==> config.mk <==
export PLATFORM = sky130hd
export DESIGN_NAME = segre_mext_unit
export DESIGN_NICKNAME = d
export VERILOG_FILES = /design/src/rtl/segre_mext_unit.sv
export SDC_FILE = /design/constraint.sdc
export NUM_CORES = 2
export LEC_CHECK = 0
export CORE_ASPECT_RATIO = 1.1
export CORE_MARGIN = 2
export CORE_UTILIZATION = 32
export DETAILED_ROUTE_END_ITERATION = 12
export GPL_TIMING_DRIVEN = 1
export PLACE_DENSITY = 0.5
export SLEW_MARGIN = 5
export SYNTH_ARGS = -nofsm -noshare
export SYNTH_HDL_FRONTEND = slang
export SYNTH_SLANG_ARGS = --single-unit
==> constraint.sdc <==
create_clock -name clk_i -period 21.1 [get_ports clk_i]
set_clock_uncertainty 0.2 [all_clocks]
set_input_delay 2.11 -clock clk_i [delete_from_list [all_inputs] [get_ports clk_i]]
set_output_delay 2.11 -clock clk_i [all_outputs]
set_load 0.02 [all_outputs]
==> src/rtl/segre_mext_unit.sv <==
// rtl/segre_mext_unit.sv - multi-cycle RISC-V M-extension execution unit
//
// Executes one MUL/MULH/MULHSU/MULHU/DIV/DIVU/REM/REMU per handshake.
// Multiplies finish in two cycles. Divides and remainders run a radix-2
// restoring loop of DATA_W iterations. The result is held until writeback
// takes it.
//
// Optional build macro: SEGRE_MEXT_DIV_EARLY_EN
//   When defined, divide-by-zero and signed-overflow divides skip the loop
//   and complete one cycle after accept. The result values do not change.
//
// Ports:
//   clk_i, rst_i   clock, asynchronous active-high reset
//   valid_i        op offered by ID
//   opcode_i       M-ext operation
//   src_a_i/b_i    rs1/rs2 operand values
//   rf_waddr_i     destination register of the offered op
//   flush_i        abort any in-flight op and drop its result
//   wb_ready_i     writeback consumes the result this cycle
//   busy_o         unit not idle; no op is accepted
//   busy_waddr_o   rd of the in-flight op while busy, else 0
//   valid_o        result valid
//   rf_we_o        register-file write enable (equals valid_o)
//   rf_waddr_o     rd of the result
//   rd_data_o      result value

package segre_mext_pkg;
    typedef enum logic [2:0] {
        M_MUL    = 3'd0,
        M_MULH   = 3'd1,
        M_MULHSU = 3'd2,
        M_MULHU  = 3'd3,
        M_DIV    = 3'd4,
        M_DIVU   = 3'd5,
        M_REM    = 3'd6,
        M_REMU   = 3'd7
    } m_ext_opcode_e;
endpackage

module segre_mext_unit
    import segre_mext_pkg::*;
#(
    parameter int DATA_W = 32,
    parameter int ADDR_W = 5
) (
    input  logic              clk_i,
    input  logic              rst_i,
    input  logic              valid_i,
    input  m_ext_opcode_e     opcode_i,
    input  logic [DATA_W-1:0] src_a_i,
    input  logic [DATA_W-1:0] src_b_i,
    input  logic [ADDR_W-1:0] rf_waddr_i,
    input  logic              flush_i,
    input  logic              wb_ready_i,
    output logic              busy_o,
    output logic [ADDR_W-1:0] busy_waddr_o,
    output logic              valid_o,
    output logic              rf_we_o,
    output logic [ADDR_W-1:0] rf_waddr_o,
    output logic [DATA_W-1:0] rd_data_o
);

    localparam int CNT_W = (DATA_W > 1) ? $clog2(DATA_W) : 1;
    localparam logic [CNT_W-1:0]  CNT_LAST = CNT_W'(DATA_W - 1);
    localparam logic [DATA_W-1:0] MIN_INT  = {1'b1, {(DATA_W-1){1'b0}}};

    typedef enum logic [1:0] {
        ST_IDLE,
        ST_MUL,
        ST_DIV,
        ST_DONE
    } state_e;

    state_e            state;
    m_ext_opcode_e     op;
    logic [DATA_W-1:0] op_a;
    logic [DATA_W-1:0] op_b;
    logic [ADDR_W-1:0] rd;
    logic [DATA_W-1:0] quo;
    logic [DATA_W-1:0] rem;
    logic [DATA_W-1:0] dvsr;
    logic [CNT_W-1:0]  cnt;
    logic              neg_q;
    logic              neg_r;
    logic              div_zero;
    logic              div_ovf;
    logic              valid_q;
    logic [DATA_W-1:0] data_q;
    logic [ADDR_W-1:0] waddr_q;

    // ---------------- accept-time decode ----------------
    logic              in_is_mul;
    logic              in_signed_div;
    logic [DATA_W-1:0] in_mag_a;
    logic [DATA_W-1:0] in_mag_b;
    logic              in_div_zero;
    logic              in_div_ovf;

    assign in_is_mul     = (opcode_i == M_MUL)  || (opcode_i == M_MULH) ||
                           (opcode_i == M_MULHSU) || (opcode_i == M_MULHU);
    assign in_signed_div = (opcode_i == M_DIV) || (opcode_i == M_REM);
    assign in_mag_a      = (in_signed_div && src_a_i[DATA_W-1]) ? (~src_a_i + 1'b1) : src_a_i;
    assign in_mag_b      = (in_signed_div && src_b_i[DATA_W-1]) ? (~src_b_i + 1'b1) : src_b_i;
    assign in_div_zero   = !in_is_mul && (src_b_i == '0);
    assign in_div_ovf    = in_signed_div && (src_a_i == MIN_INT) && (src_b_i == '1);

    // ---------------- multiplier ----------------
    // Operands are extended to 2*DATA_W bits; the low 2*DATA_W bits of the
    // two's-complement product are exact for every sign combination.
    logic              a_sext;
    logic              b_sext;
    logic [2*DATA_W-1:0] a_ext;
    logic [2*DATA_W-1:0] b_ext;
    logic [2*DATA_W-1:0] prod;
    logic [DATA_W-1:0] mul_result;

    assign a_sext     = (op == M_MULH) || (op == M_MULHSU);
    assign b_sext     = (op == M_MULH);
    assign a_ext      = {{DATA_W{a_sext & op_a[DATA_W-1]}}, op_a};
    assign b_ext      = {{DATA_W{b_sext & op_b[DATA_W-1]}}, op_b};
    assign prod       = a_ext * b_ext;
    assign mul_result = (op == M_MUL) ? prod[DATA_W-1:0] : prod[2*DATA_W-1:DATA_W];

    // ---------------- restoring divider step ----------------
    // The partial remainder stays below the divisor, so DATA_W+1 bits are
    // enough for the trial subtraction and its top bit is the borrow.
    logic [DATA_W:0]   trial;
    logic [DATA_W-1:0] rem_next;
    logic [DATA_W-1:0] quo_next;
    logic [DATA_W-1:0] q_fix;
    logic [DATA_W-1:0] r_fix;
    logic              is_rem;
    logic [DATA_W-1:0] div_result;
    logic              early_done;

    assign trial    = {rem, quo[DATA_W-1]} - {1'b0, dvsr};
    assign rem_next = trial[DATA_W] ? {rem[DATA_W-2:0], quo[DATA_W-1]} : trial[DATA_W-1:0];
    assign quo_next = {quo[DATA_W-2:0], ~trial[DATA_W]};
    assign q_fix    = neg_q ? (~quo_next + 1'b1) : quo_next;
    assign r_fix    = neg_r ? (~rem_next + 1'b1) : rem_next;
    assign is_rem   = (op == M_REM) || (op == M_REMU);

    always_comb begin
        div_result = is_rem ? r_fix : q_fix;
        if (div_zero) begin
            div_result = is_rem ? op_a : '1;
        end else if (div_ovf) begin
            div_result = is_rem ? '0 : MIN_INT;
        end
    end

`ifdef SEGRE_MEXT_DIV_EARLY_EN
    assign early_done = div_zero || div_ovf;
`else
    assign early_done = 1'b0;
`endif

    // ---------------- control FSM ----------------
    always_ff @(posedge clk_i or posedge rst_i) begin
        if (rst_i) begin
            state    <= ST_IDLE;
            op       <= M_MUL;
            op_a     <= '0;
            op_b     <= '0;
            rd       <= '0;
            quo      <= '0;
            rem      <= '0;
            dvsr     <= '0;
            cnt      <= '0;
            neg_q    <= 1'b0;
            neg_r    <= 1'b0;
            div_zero <= 1'b0;
            div_ovf  <= 1'b0;
            valid_q  <= 1'b0;
            data_q   <= '0;
            waddr_q  <= '0;
        end else if (flush_i) begin
            state   <= ST_IDLE;
            valid_q <= 1'b0;
            cnt     <= '0;
        end else begin
            case (state)
                ST_IDLE: begin
                    if (valid_i) begin
                        op       <= opcode_i;
                        op_a     <= src_a_i;
                        op_b     <= src_b_i;
                        rd       <= rf_waddr_i;
                        quo      <= in_mag_a;
                        rem      <= '0;
                        dvsr     <= in_mag_b;
                        cnt      <= '0;
                        neg_q    <= in_signed_div && (src_a_i[DATA_W-1] ^ src_b_i[DATA_W-1]);
                        neg_r    <= in_signed_div && src_a_i[DATA_W-1];
                        div_zero <= in_div_zero;
                        div_ovf  <= in_div_ovf;
                        state    <= in_is_mul ? ST_MUL : ST_DIV;
                    end
                end
                ST_MUL: begin
                    data_q  <= mul_result;
                    waddr_q <= rd;
                    valid_q <= 1'b1;
                    state   <= ST_DONE;
                end
                ST_DIV: begin
                    rem <= rem_next;
                    quo <= quo_next;
                    cnt <= cnt + 1'b1;
                    if (early_done || (cnt == CNT_LAST)) begin
                        data_q  <= div_result;
                        waddr_q <= rd;
                        valid_q <= 1'b1;
                        cnt     <= '0;
                        state   <= ST_DONE;
                    end
                end
                ST_DONE: begin
                    if (wb_ready_i) begin
                        valid_q <= 1'b0;
                        state   <= ST_IDLE;
                    end
                end
                default: state <= ST_IDLE;
            endcase
        end
    end

    assign busy_o       = (state != ST_IDLE);
    assign busy_waddr_o = busy_o ? rd : '0;
    assign valid_o      = valid_q;
    assign rf_we_o      = valid_q;
    assign rf_waddr_o   = waddr_q;
    assign rd_data_o    = data_q;

endmodule
==> results.md <==
Synth:
- The total number of yosys warnings is 0.
- Counting distinct cell types in the post-synthesis netlist gives 86.
- In the synthesized netlist, the cells that appear most often are 1,234 x sky130_fd_sc_hd__inv_1, 1,219 x sky130_fd_sc_hd__nand2_1, 1,126 x sky130_fd_sc_hd__fa_1.
- The cell with the most instances after synthesis is sky130_fd_sc_hd__inv_1.
- In the synthesized netlist the dominant register cell turns out to be sky130_fd_sc_hd__dfrtp_1.
- By area the synthesized netlist is led by sky130_fd_sc_hd__fa_1 43%, sky130_fd_sc_hd__dfrtp_1 10%, sky130_fd_sc_hd__inv_1 8.8%.
- The number of nets in the synthesized netlist is around 7,600.
- The flip-flop and latch count after synthesis is 216.
- The synthesized design contains 0 enable-type register cells.
- The cell type with the highest aggregate area in the netlist is sky130_fd_sc_hd__fa_1.
- The share of the Yosys chip area taken by registers is 10.23%.
- The area fraction of the dominant cell type after synthesis is 42.65%.
- The post-synth design cell area is 52,860 µm².
- In the synthesized netlist the async set-or-reset flop fraction comes to 100.0%.
- Synthesis handed over a netlist of 6,163 instances.
- The mean instance size in the synthesized netlist is 8.577 µm².

Global routing:
- The overall global routing resource usage is 20.72%.
- The global-route wire length before repair is 267,500 µm.
- The number of global-route vias before repair is 43,760.
- The total grt overflow is 0.
- The pin count of the biggest net entering global routing is about 150.
- The number of antenna violations at the first check in global routing is 7.

Layout:
- The number of fillers in the final layout is roughly 17,000.
- The fraction of layout instances using a drive strength above 1 is 3.426%.
- The layout overhead on the synthesized area is 8.365%.
- The number of nets in the finished design is between 7,000 and 8,000.

Detailed routing:
- The average wire length per cell after detail routing is just over 20 µm.
- After the first detailed-routing iteration, the DRC count stood at ~2,700.
- The pre-antenna-repair detailed-routing pass consisted of 5 iterations.
- After detailed routing, the total wire length is approximately 170,000 µm.
- The routed layout has about 41,000 vias.
- For this run, design rule violations remaining after detail routing come to 0.
- The detail route stage leaves a number of antenna-violating nets equal to 0.
- The via count normalized by instance count is 4.986.

Critical path:
- At the worst endpoint, the required time is 21,340 ps.
- The count of buffer and inverter cells on the critical path is 7.
- The register-to-register path setup slack is 11,060 ps.
- The slowest stage of the critical path belongs to the cell sky130_fd_sc_hd__fa_1.
- In this design, the stage delay of the slowest critical-path cell is 780 ps.
- The largest fanout of any net on the critical path is 37.
- The data arrival time of the critical path is 10,270 ps.
- The launch instance of the worst register-to-register path is op_a[31].
- Among the stages of the critical path, the cell type that occurs most often is sky130_fd_sc_hd__fa_1.
- The critical path is of the flip-flop to flip-flop type.
- The endpoint type of the worst setup path is a flip-flop.
- The critical path launch point is op_a[31].
- The category of cells accounting for the largest share of critical-path delay is adder cells.
- STA classifies the critical path startpoint as a flip-flop.

STA:
- The worst path uses a little under half of the clock period.
- The worst-case headroom to the max-slew limit is 17.86%.
- Setup repair after global routing left no endpoint under its margin.
- The number of pins exceeding their max-slew limit in the final report is 0.
- The final hold violation count is 0.
- For the pin with the worst max-slew slack, the measured transition is 1232 ps.
- After layout, the minimum clock period comes to 10,040 ps.
- The fmax is 99.64 MHz.
- The setup total negative slack is 0 ps.
- Setup violations remaining at the end of the flow were counted as 0.

Clock tree:
- The number of hold buffers added after CTS was 0.
- The post-CTS setup buffer count is 0.
- The clock latency reported for the late side of the worst-skew pair is 570 ps.
- The maximum root-to-sink buffer count is 3.
- The number of buffers created by CTS is 27.
- CTS built an H-tree with a depth of 1.
- The number of sinks handled by clock tree synthesis is 216.
- The cell at the root of the clock tree is sky130_fd_sc_hd__clkbuf_16.
- Clock-pin slew was measured on the worst setup and hold paths at ~60 ps.
- TritonCTS built the clock tree.
- The post-cts gate resize count is 0.

Place:
- The count of input and output buffers is around 120.
- After legalization and detailed placement, the total HPWL measured roughly 140,000 µm.
- The global placer's final weighted congestion is 0.9263.

Die:
- The die is 430.3 µm tall.
- The I/O pin count is approximately 120.
- In this run the horizontal extent of the chip is 391.5 µm.
- The die covers between 150,000 and 200,000 µm².
- The effective utilization at floorplan is 32.20%.
- The core region is 164,200 µm².
- Row generation in the floorplan step produced 156 rows.

Min path:
- The worst hold path begins at op_b[17].
- The min-delay analysis places its worst path in the category flip-flop to flip-flop.

Run status:
- The flow ran to the end, and the final reports show no timing, DRC or antenna violations.

Job:
- The tool flagged a number of max-cap violations equal to 0.
stage by stage:
stage / hold slack [ps] / setup WS (ps) / instance area (µm²) / util, % / std cells
2_1_floorplan: 249.8 / 12290 / 52860 / - / 6163
3_3_place_gp: 261.2 / 11240 / 56270 / 34.28 / 8233
3_5_place_dp: 265.8 / 11030 / 56270 / 34.28 / 8233
4_1_cts: 280.7 / 11020 / 57270 / 34.89 / 8283
5_1_grt: 310.0 / 10380 / 57270 / 34.89 / 8283
6_report: 276.1 / 11060 / 57280 / 34.89 / 8287
cells by family after synthesis:
logic type | Yosys count | share of synthesized area [%]
and+or+nand+nor | 1998 | 16.95
adders and majority gates | 1381 | 48.68
DFF | 216 | 10.23
buffers and inverters | 1601 | 11.42
AOI/OAI and AO/OA | 731 | 8.718
muxes | 33 | 0.6415
xor gates and xnor gates | 203 | 3.364
layout make-up:
cell class	instances	area (µm²)	share of cell area (%)
antenna	4	10.01	0.01747
clock buffer	33	758.2	1.324
clock inverter	17	246.5	0.4303
inverter	1235	4643	8.106
multi-input combinational	4346	41450	72.37
sequential	216	5405	9.436
tap	2212	2768	4.832
timing repair buffer	224	1997	3.486
worst reg2reg max path: cells and delay by family, from the launching register on:
| family | cells | cell delay (ps) |
|---|---|---|
| flip-flops | 1 | 320 |
| multiplexers | 1 | 290 |
| AO/OA/AOI/OAI | 6 | 1250 |
| buffers and inverters | 7 | 1790 |
| adder cells (fa/ha/maj) | 9 | 4900 |
| AND/OR/NAND/NOR | 6 | 1180 |
final timing paths:
check,endpoint,cells after the start
max in group asynchronous,op_a[24],3
min reg2reg,op_b[17],2
max,rd_data_o[31],29
min in group asynchronous,cnt[2],2
min,op_b[17],2
max reg2reg,rd_data_o[31],29
metal layers:
metal	track usage (%)	routed length [µm]	part of all wire (%)	vias to the layer above
li1	-	-	-	18360
met1	27.47	71780	42	21650
met2	35.97	84910	50	1099
met3	2.318	9503	5.5	216
met4	5.121	5120	3.0	4
met5	0	25	0.015	-
flip-flops by register name, indices dropped and copies added (netlist names), 5 cells and up:
| signal | cells |
|---|---|
| op_b | 32 |
| op_a | 32 |
| rf_waddr_o | 5 |
| quo | 32 |
| rd | 5 |
| cnt | 5 |
| rd_data_o | 32 |
| rem | 32 |
| dvsr | 31 |
cells in the final DEF (no fill, tap or decap), types with 34 or more instances in the layout:
cell type | netlist | final
sky130_fd_sc_hd__a21o_1 | 39 | 39
sky130_fd_sc_hd__o211ai_1 | 37 | 37
sky130_fd_sc_hd__nand3_1 | 43 | 43
sky130_fd_sc_hd__nor3_1 | 59 | 57
sky130_fd_sc_hd__nand2_1 | 1219 | 1218
sky130_fd_sc_hd__inv_1 | 1234 | 1233
sky130_fd_sc_hd__fa_1 | 1126 | 1126
sky130_fd_sc_hd__clkdlybuf4s50_1 | 0 | 121
sky130_fd_sc_hd__xnor2_1 | 94 | 94
sky130_fd_sc_hd__dfrtp_1 | 216 | 216
sky130_fd_sc_hd__or3_1 | 34 | 34
sky130_fd_sc_hd__nor2_1 | 179 | 178
sky130_fd_sc_hd__buf_4 | 2 | 102
sky130_fd_sc_hd__ha_1 | 255 | 254
sky130_fd_sc_hd__o21ai_0 | 236 | 236
sky130_fd_sc_hd__and2_1 | 315 | 315
sky130_fd_sc_hd__xor2_1 | 109 | 109
sky130_fd_sc_hd__a21oi_1 | 183 | 183
Power is not shown: default switching activity piles up to over one toggle a cycle in this logic, so the estimate is an artifact.
